File: src/rtl/vx_perf_gpu_collect_if.sv
// GPU-level performance stall counter bundle: producer drives the master side,
// the CSR/DCR read path consumes the slave side.
`ifndef PERF_CTR_BITS
`define PERF_CTR_BITS 44
`endif

interface vx_perf_gpu_if #(
  parameter int unsigned PERF_CTR_BITS = `PERF_CTR_BITS
) ();
  logic [PERF_CTR_BITS-1:0] wctl_stalls;
  logic [PERF_CTR_BITS-1:0] tex_stalls;
  logic [PERF_CTR_BITS-1:0] raster_stalls;
  logic [PERF_CTR_BITS-1:0] rop_stalls;
  logic [PERF_CTR_BITS-1:0] imadd_stalls;

  modport master (
    output wctl_stalls, tex_stalls, raster_stalls, rop_stalls, imadd_stalls
  );

  modport slave (
    input wctl_stalls, tex_stalls, raster_stalls, rop_stalls, imadd_stalls
  );
endinterface

File: src/rtl/vx_perf_gpu_collect.sv
// Stall counters for the shared GPU units: two-stage sample/accumulate pipeline
// per unit slot plus an atomic snapshot bank for the CSR/DCR read path.
`ifndef PERF_CTR_BITS
`define PERF_CTR_BITS 44
`endif

module vx_perf_gpu_collect #(
  parameter int unsigned           NUM_UNITS     = 5,
  parameter int unsigned           NUM_REQS      = 4,
  parameter logic [NUM_UNITS-1:0]  UNIT_MASK     = {NUM_UNITS{1'b1}},
  parameter int unsigned           PERF_CTR_BITS = `PERF_CTR_BITS
) (
  input  logic                               clk,
  input  logic                               reset,
  input  logic                               perf_enable,
  input  logic                               perf_clear,
  input  logic [NUM_UNITS*NUM_REQS-1:0]      unit_req_valid,
  input  logic [NUM_UNITS*NUM_REQS-1:0]      unit_req_ready,
  input  logic                               snap_req,
  output logic                               snap_valid,
  output logic [NUM_UNITS*PERF_CTR_BITS-1:0] snap_counters,
  vx_perf_gpu_if.master                      perf_gpu_if
);

  localparam int unsigned INC_W = $clog2(NUM_REQS + 1);

  logic [INC_W-1:0]         inc_c [NUM_UNITS];
  logic [INC_W-1:0]         inc_r [NUM_UNITS];
  logic [PERF_CTR_BITS-1:0] ctr   [NUM_UNITS];
  logic [PERF_CTR_BITS-1:0] snap  [NUM_UNITS];

  // Popcount of stalled lanes (valid without ready) per unit.
  always_comb begin
    for (int u = 0; u < int'(NUM_UNITS); u++) begin
      inc_c[u] = '0;
      for (int r = 0; r < int'(NUM_REQS); r++) begin
        inc_c[u] = inc_c[u] + INC_W'(unit_req_valid[u*NUM_REQS+r] & ~unit_req_ready[u*NUM_REQS+r]);
      end
    end
  end

  // Stage 1: gated sample. Masked slots are tied to constant zero.
  always_ff @(posedge clk) begin
    for (int u = 0; u < int'(NUM_UNITS); u++) begin
      if (reset || perf_clear || !perf_enable || !UNIT_MASK[u]) begin
        inc_r[u] <= '0;
      end else begin
        inc_r[u] <= inc_c[u];
      end
    end
  end

  // Stage 2: wrapping accumulate; clear wins over the in-flight increment.
  always_ff @(posedge clk) begin
    for (int u = 0; u < int'(NUM_UNITS); u++) begin
      if (reset || perf_clear || !UNIT_MASK[u]) begin
        ctr[u] <= '0;
      end else begin
        ctr[u] <= ctr[u] + PERF_CTR_BITS'(inc_r[u]);
      end
    end
  end

  // Snapshot captures the counters as seen in the request cycle (pre-clear).
  always_ff @(posedge clk) begin
    if (reset) begin
      snap_valid <= 1'b0;
      for (int u = 0; u < int'(NUM_UNITS); u++) snap[u] <= '0;
    end else begin
      snap_valid <= snap_req;
      if (snap_req) begin
        for (int u = 0; u < int'(NUM_UNITS); u++) snap[u] <= ctr[u];
      end
    end
  end

  for (genvar u = 0; u < int'(NUM_UNITS); u++) begin : g_snap
    assign snap_counters[u*PERF_CTR_BITS +: PERF_CTR_BITS] = snap[u];
  end

  assign perf_gpu_if.wctl_stalls   = ctr[0];
  assign perf_gpu_if.tex_stalls    = ctr[1];
  assign perf_gpu_if.raster_stalls = ctr[2];
  assign perf_gpu_if.rop_stalls    = ctr[3];
  assign perf_gpu_if.imadd_stalls  = ctr[4];

endmodule

File: src/flat_wrapper.sv
// flat-port wrapper written by rule: the top's interface ports become plain ports
module vx_perf_gpu_collect_flat 
#(
  parameter int unsigned           NUM_UNITS     = 5,
  parameter int unsigned           NUM_REQS      = 4,
  parameter logic [NUM_UNITS-1:0]  UNIT_MASK     = {NUM_UNITS{1'b1}},
  parameter int unsigned           PERF_CTR_BITS = `PERF_CTR_BITS
)
  (clk, reset, perf_enable, perf_clear, unit_req_valid, unit_req_ready, snap_req, snap_valid, snap_counters, perf_gpu_if_wctl_stalls, perf_gpu_if_tex_stalls, perf_gpu_if_raster_stalls, perf_gpu_if_rop_stalls, perf_gpu_if_imadd_stalls);
  vx_perf_gpu_if #(.PERF_CTR_BITS(PERF_CTR_BITS)) perf_gpu_if_i ();
  input  logic clk;
  input  logic reset;
  input  logic perf_enable;
  input  logic perf_clear;
  input  logic [NUM_UNITS*NUM_REQS-1:0] unit_req_valid;
  input  logic [NUM_UNITS*NUM_REQS-1:0] unit_req_ready;
  input  logic snap_req;
  output logic snap_valid;
  output logic [NUM_UNITS*PERF_CTR_BITS-1:0] snap_counters;
  output wire logic [$bits(perf_gpu_if_i.wctl_stalls)-1:0] perf_gpu_if_wctl_stalls;
  output wire logic [$bits(perf_gpu_if_i.tex_stalls)-1:0] perf_gpu_if_tex_stalls;
  output wire logic [$bits(perf_gpu_if_i.raster_stalls)-1:0] perf_gpu_if_raster_stalls;
  output wire logic [$bits(perf_gpu_if_i.rop_stalls)-1:0] perf_gpu_if_rop_stalls;
  output wire logic [$bits(perf_gpu_if_i.imadd_stalls)-1:0] perf_gpu_if_imadd_stalls;
  assign perf_gpu_if_wctl_stalls = perf_gpu_if_i.wctl_stalls;
  assign perf_gpu_if_tex_stalls = perf_gpu_if_i.tex_stalls;
  assign perf_gpu_if_raster_stalls = perf_gpu_if_i.raster_stalls;
  assign perf_gpu_if_rop_stalls = perf_gpu_if_i.rop_stalls;
  assign perf_gpu_if_imadd_stalls = perf_gpu_if_i.imadd_stalls;
  vx_perf_gpu_collect #(.NUM_UNITS(NUM_UNITS), .NUM_REQS(NUM_REQS), .UNIT_MASK(UNIT_MASK), .PERF_CTR_BITS(PERF_CTR_BITS)) u_core (.clk(clk), .reset(reset), .perf_enable(perf_enable), .perf_clear(perf_clear), .unit_req_valid(unit_req_valid), .unit_req_ready(unit_req_ready), .snap_req(snap_req), .snap_valid(snap_valid), .snap_counters(snap_counters), .perf_gpu_if(perf_gpu_if_i));
endmodule
File: config.mk
export PLATFORM = sky130hd
export DESIGN_NAME = vx_perf_gpu_collect_flat
export DESIGN_NICKNAME = d
export VERILOG_FILES = /design/src/rtl/vx_perf_gpu_collect_if.sv /design/src/rtl/vx_perf_gpu_collect.sv /design/src/flat_wrapper.sv
export SDC_FILE = /design/constraint.sdc
export NUM_CORES = 1
export LEC_CHECK = 0
export ABC_CLOCK_PERIOD_IN_PS = 8000
export BUFFER_PORTS_ARGS = -buffer_cell sky130_fd_sc_hd__buf_2
export CAP_MARGIN = 40
export CORE_AREA = 2 2 192 194
export DETAILED_ROUTE_END_ITERATION = 10
export DIE_AREA = 0 0 194 196
export PLACE_DENSITY_LB_ADDON = 0.12
export SYNTH_ARGS = -nofsm -noshare
export SYNTH_HDL_FRONTEND = slang
export SYNTH_SLANG_ARGS = --single-unit
File: constraint.sdc
create_clock -name clk -period 8 [get_ports clk]
set_input_delay 0.4 -clock clk [delete_from_list [all_inputs] [get_ports clk]]
set_output_delay 0.4 -clock clk [all_outputs]
set_load 0.02 [all_outputs]
=== Yosys cells after proc, flatten, opt, wreduce, memory -nomap -nowiden ===
Memories as Yosys holds them, arrays and structs flattened.
Index checks and enable logic that the tools add are counted.

* Input port bits: 45
* Output and inout port bits: 441
* Memory bits (writable): 455
* Memory bits (read-only): 0
* Memories: 3
* Word-level logic and storage cells: 108
* Bits in latches: 0
* Register bits after elaboration: 1

{| class="wikitable"
|+ Memories
! memory !! depth !! width !! read ports !! clocked after memory_dff !! write ports !! line !! RTL
|-
| u_core.ctr || 5 || 44 || 5 || 0 || 5 || vx_perf_gpu_collect.sv:29 || <nowiki>logic [PERF_CTR_BITS-1:0] ctr [NUM_UNITS];</nowiki>
|-
| u_core.snap || 5 || 44 || 5 || 0 || 5 || vx_perf_gpu_collect.sv:30 || <nowiki>logic [PERF_CTR_BITS-1:0] snap [NUM_UNITS];</nowiki>
|-
| u_core.inc_r || 5 || 3 || 5 || 0 || 5 || vx_perf_gpu_collect.sv:28 || <nowiki>logic [INC_W-1:0] inc_r [NUM_UNITS];</nowiki>
|}

* Mux-type cells: 26
* Equal/unequal tests: 0
* Reduce and logical (&&, ||, !) cells: 3
* Bitwise operators: 55
* $mul: 0
* Divide/modulo/power cells: 0
* $add $sub $neg: 20
* Shift-type cells: 0
* $lt $le $gt $ge: 0

{| class="wikitable"
|+ Operators by type and width
! cell !! count
|-
| 44-bit 2-to-1 mux || 10
|-
| 44-bit by 3-bit adder with 44-bit output || 5
|-
| 1-bit by 3-bit bitwise AND with 3-bit output || 20
|-
| 1-bit inverter with 3-bit output || 20
|-
| 3-bit adder || 15
|-
| 3-bit 2-to-1 mux || 5
|-
| 1-bit OR || 15
|-
| 1-bit 2-to-1 mux || 11
|-
| 1-bit logical OR || 2
|-
| 1-bit zero test || 1
|}

=== Depth between registers and ports, before layout ===
* Depth in word-level cells: 6
* Depth in mapped cells: 9
* Depth with buffers taken out: 8

=== Worst setup path before layout ===
Ideal clock, no wire load.

* Path kind: input to register
* Start point: input port reset
* End point: memory u_core.snap[0][0] (netlist name) (enable)
* Slack: 4443 ps
* Data arrival time: 3068 ps
* Data required time: 7511 ps
* Buffers on the path: 0
* Stages: 1
* Setup time: 489 ps
* Cell sequence: or2_2

{| class="wikitable"
|+ RTL lines
! item !! line !! RTL
|-
| start, declared || flat_wrapper.sv:12 || <nowiki>input logic reset;</nowiki>
|-
| end, declared || vx_perf_gpu_collect.sv:30 ||
|}

==> impl_metrics.py <==
metrics = {
    "logic_synthesis": {
        "synth.avg_cell_area_um2": 11.0,
        "ys_top_cells_by_area": "edfxtp_1 35%, dfxtp_1 25%, and2_1 7.7%",
        "synth_top_flop_cell": "dfxtp_1",
        "async_reset_ff_share_pct": 0,
        "synth_cells": 1726,
        "synth_warnings": 0,
        "yosysTopAreaCellShare_pct": 34.8,
        "synth.net_count": 1806,
        "synth_area_um2": 19000,
        "synth_edf_count": 220,
        "yosysSeqAreaShare_pct": 59.6,
        "ys_ff_latch": 456,
        "synth.distinct_cells": 55,
        "synth_area_leader_cell": "edfxtp_1",
    },
    "global_routing": {
        "grt_max_degree": 106,
        "antenna_found_initial": 0,
        "grt_pass1_vias": 13785,
        "grt_pass1_wl_um": 76400,
        "grt_use_total_pct": 25.2,
        "gr-total-overflow": 0,
    },
    "detailed_routing": {
        "avgViaCountPerCell": 5.45,
        "routedWlPerCell_um": 18.0,
        "drtIter0Drc": 864,
        "drc": 0,
        "routed-via-count": 14732,
        "routed_wl_um": 48800,
        "dr.pass1.iters": 5,
        "ant_nets": 0,
    },
    "clocking": {
        "cts_hold_buf": 0,
        "clock_sinks": 456,
        "cts.root.buffer_cell": "clkbuf_16",
        "cts_tree": "yes",
        "post_cts_buffers": 0,
        "ctsResizeCount": 0,
        "clk_latency_ps": 570,
        "htreeDepth": 2,
        "cts_buffers": 46,
        "cts_buffer_depth": 3,
        "clk_pin_slew_ps": 60,
    },
    "power": {
        "p_per_area_nw_per_um2": 209,
        "p_leak_nw": 9.88,
        "ir_drop_mv": 0.262,
    },
    "sta": {
        "fin_ws_ps": 5040,
        "setup_viol": 0,
        "setup_tns_ps": 0,
        "fmax_mhz": 337,
        "relSlewSlack_pct": 40.3,
        "rsz0062_at_grt": "no",
        "skew_ps": 9.19,
        "slew_viol_final": 0,
        "finalCritPeriodShare_pct": 37.1,
        "tightest_slew_ps": 895,
        "period_needed_ps": 2960,
        "hold_viol_final": 0,
        "whs_ps": 194,
    },
    "floorplanning": {
        "start_util_pct": 52.7,
        "ioPinCount": 486,
        "fp.dieH_um": 196,
        "num_rows": 70,
        "core_area_um2": 36100,
        "fp.dieW_um": 194,
        "dieArea_um2": 38000,
    },
    "placed_design": {
        "dp_slack_ps": 4970,
        "gp_congestion": 0.829,
        "dpl.hpwl_um": 34500,
        "dp.cells": 2619,
        "postPlaceCellArea_um2": 21900,
        "portBuffers": 485,
    },
    "finish": {
        "drive_gt1_share_pct": 26.2,
        "fin_nets": 2279,
        "antennaDiodeCount": 0,
        "final_cell_area_um2": 23400,
        "num-fill-cells": 2944,
        "final_cells": 2704,
        "synthToLayoutAreaGrowth_pct": 23.4,
    },
    "worst_setup_path": {
        "cp_max_fo": 13,
        "start_kind": "register",
        "cp.required_ps": 8490,
        "critPathKind": "reg2reg",
        "arrival_ps": 3460,
        "end_kind": "register",
    },
    "job": {
        "cap_violations": 0,
    },
    "min_path": {
        "min_path_type": "in2reg",
    },
    "status": {
        "status": "finished, final reports clean",
    },
}
[worst max-delay path, stage by stage, from the launching register on]
cell and delay [ps]:
dfxtp_1 350, ha_1 190, inv_1 60, fa_1 380
nor2b_1 230, o2111ai_2 370, or4b_1 780, or3_1 360
a21oi_1 160
[stage by stage]
step | total power (W) | util (%)
detailed placement | 0.00277 | 60.8
CTS | 0.00493 | 65.0
finish | 0.00489 | 65.0
global route | 0.00503 | 65.0
global placement | 0.00276 | 60.5
floorplan | 0.00268 | -
[worst paths after layout]
kind,startpoint,end,slack (ps),depth (start not counted)
setup / recovery,u_core.ctr[0][0],u_core.ctr[0][36],5040,8
hold / removal,perf_clear,u_core.ctr[3][37],190,3
setup reg to reg,u_core.ctr[0][0],u_core.ctr[0][36],5040,8
hold reg to reg,u_core.ctr[3][43],u_core.ctr[3][43],510,2
[cell type report]
cell class / count / area, µm² / share of cell area (%)
repair buffers: 502 / 2620 / 11.2
clock inverters: 9 / 119 / 0.507
multi-input cells: 1152 / 7240 / 30.9
inverters: 41 / 154 / 0.656
flip-flops and latches: 456 / 11300 / 48.3
clock buffers: 76 / 1400 / 5.97
well taps: 468 / 586 / 2.50
[cell usage in the layout (no fill, tap or decap), types with 20 or more instances in the layout]
cell type	count
edfxtp_1	220
clkbuf_16	49
xor2_1	60
nor3_1	24
inv_1	41
xnor2_1	80
nand3_1	61
nand4_1	56
and4_1	20
ha_1	25
o21ai_0	51
nor4_1	34
a21oi_1	68
nand2_1	73
or3_1	49
and3_1	43
dfxtp_1	236
buf_2	485
and2_1	233
nor2_1	161
[state kept, by name (all words and copies together), names as in the netlist]
register / flops
u_core.snap_valid: 1
u_core.snap: 220
u_core.ctr: 220
u_core.inc_r: 15
[Yosys cell counts, types with 4 or more instances]
cell type	instances
and2_1	233
a21oi_1	68
a211oi_1	6
o21ai_0	51
xor2_1	60
ha_1	25
nand3_1	61
nor2_1	162
or4_1	15
nand2_1	73
and3_1	43
buf_1	7
and4_1	20
dfxtp_1	236
inv_1	41
edfxtp_1	220
clkbuf_1	65
nor2b_1	12
or3_1	49
o31ai_1	14
or2_2	4
nand2b_1	15
nor3_1	24
nand4_1	56
a21o_1	4
nor4_1	35
xnor2_1	80
fa_1	10
[layer usage]
metal  up-vias  track usage, %  wire length, µm
li1       7030               -                -
met1      7062            32.0            19800
met2       550            42.0            23700
met3        90            5.97             3650
met4         0            9.29             1630
met5         -               0                0
[cells by family (layout without fill, tap and decap cells)]
group                      after synthesis  in the layout  share of synthesized area, %
DFF                                    456            456                          59.6
buffers and inverters                  118            628                          2.43
AOI/OAI and AO/OA                      157            157                          4.74
adders and majority gates               35             35                          2.70
xor gates and xnor gates               140            140                          6.45
and+or+nand+nor                        819            819                          24.0
muxes                                    1              1                        0.0527
[power by group]
group | switching, W | leakage (nW) | internal [W]
Combinational | 0.000160 | 4.78 | 0.0000589
Clock | 0.000880 | 0.747 | 0.00129
Sequential | 0.0000128 | 4.35 | 0.00249
Total | 0.00105 | 9.88 | 0.00384
(Power assumes the default switching activity.)
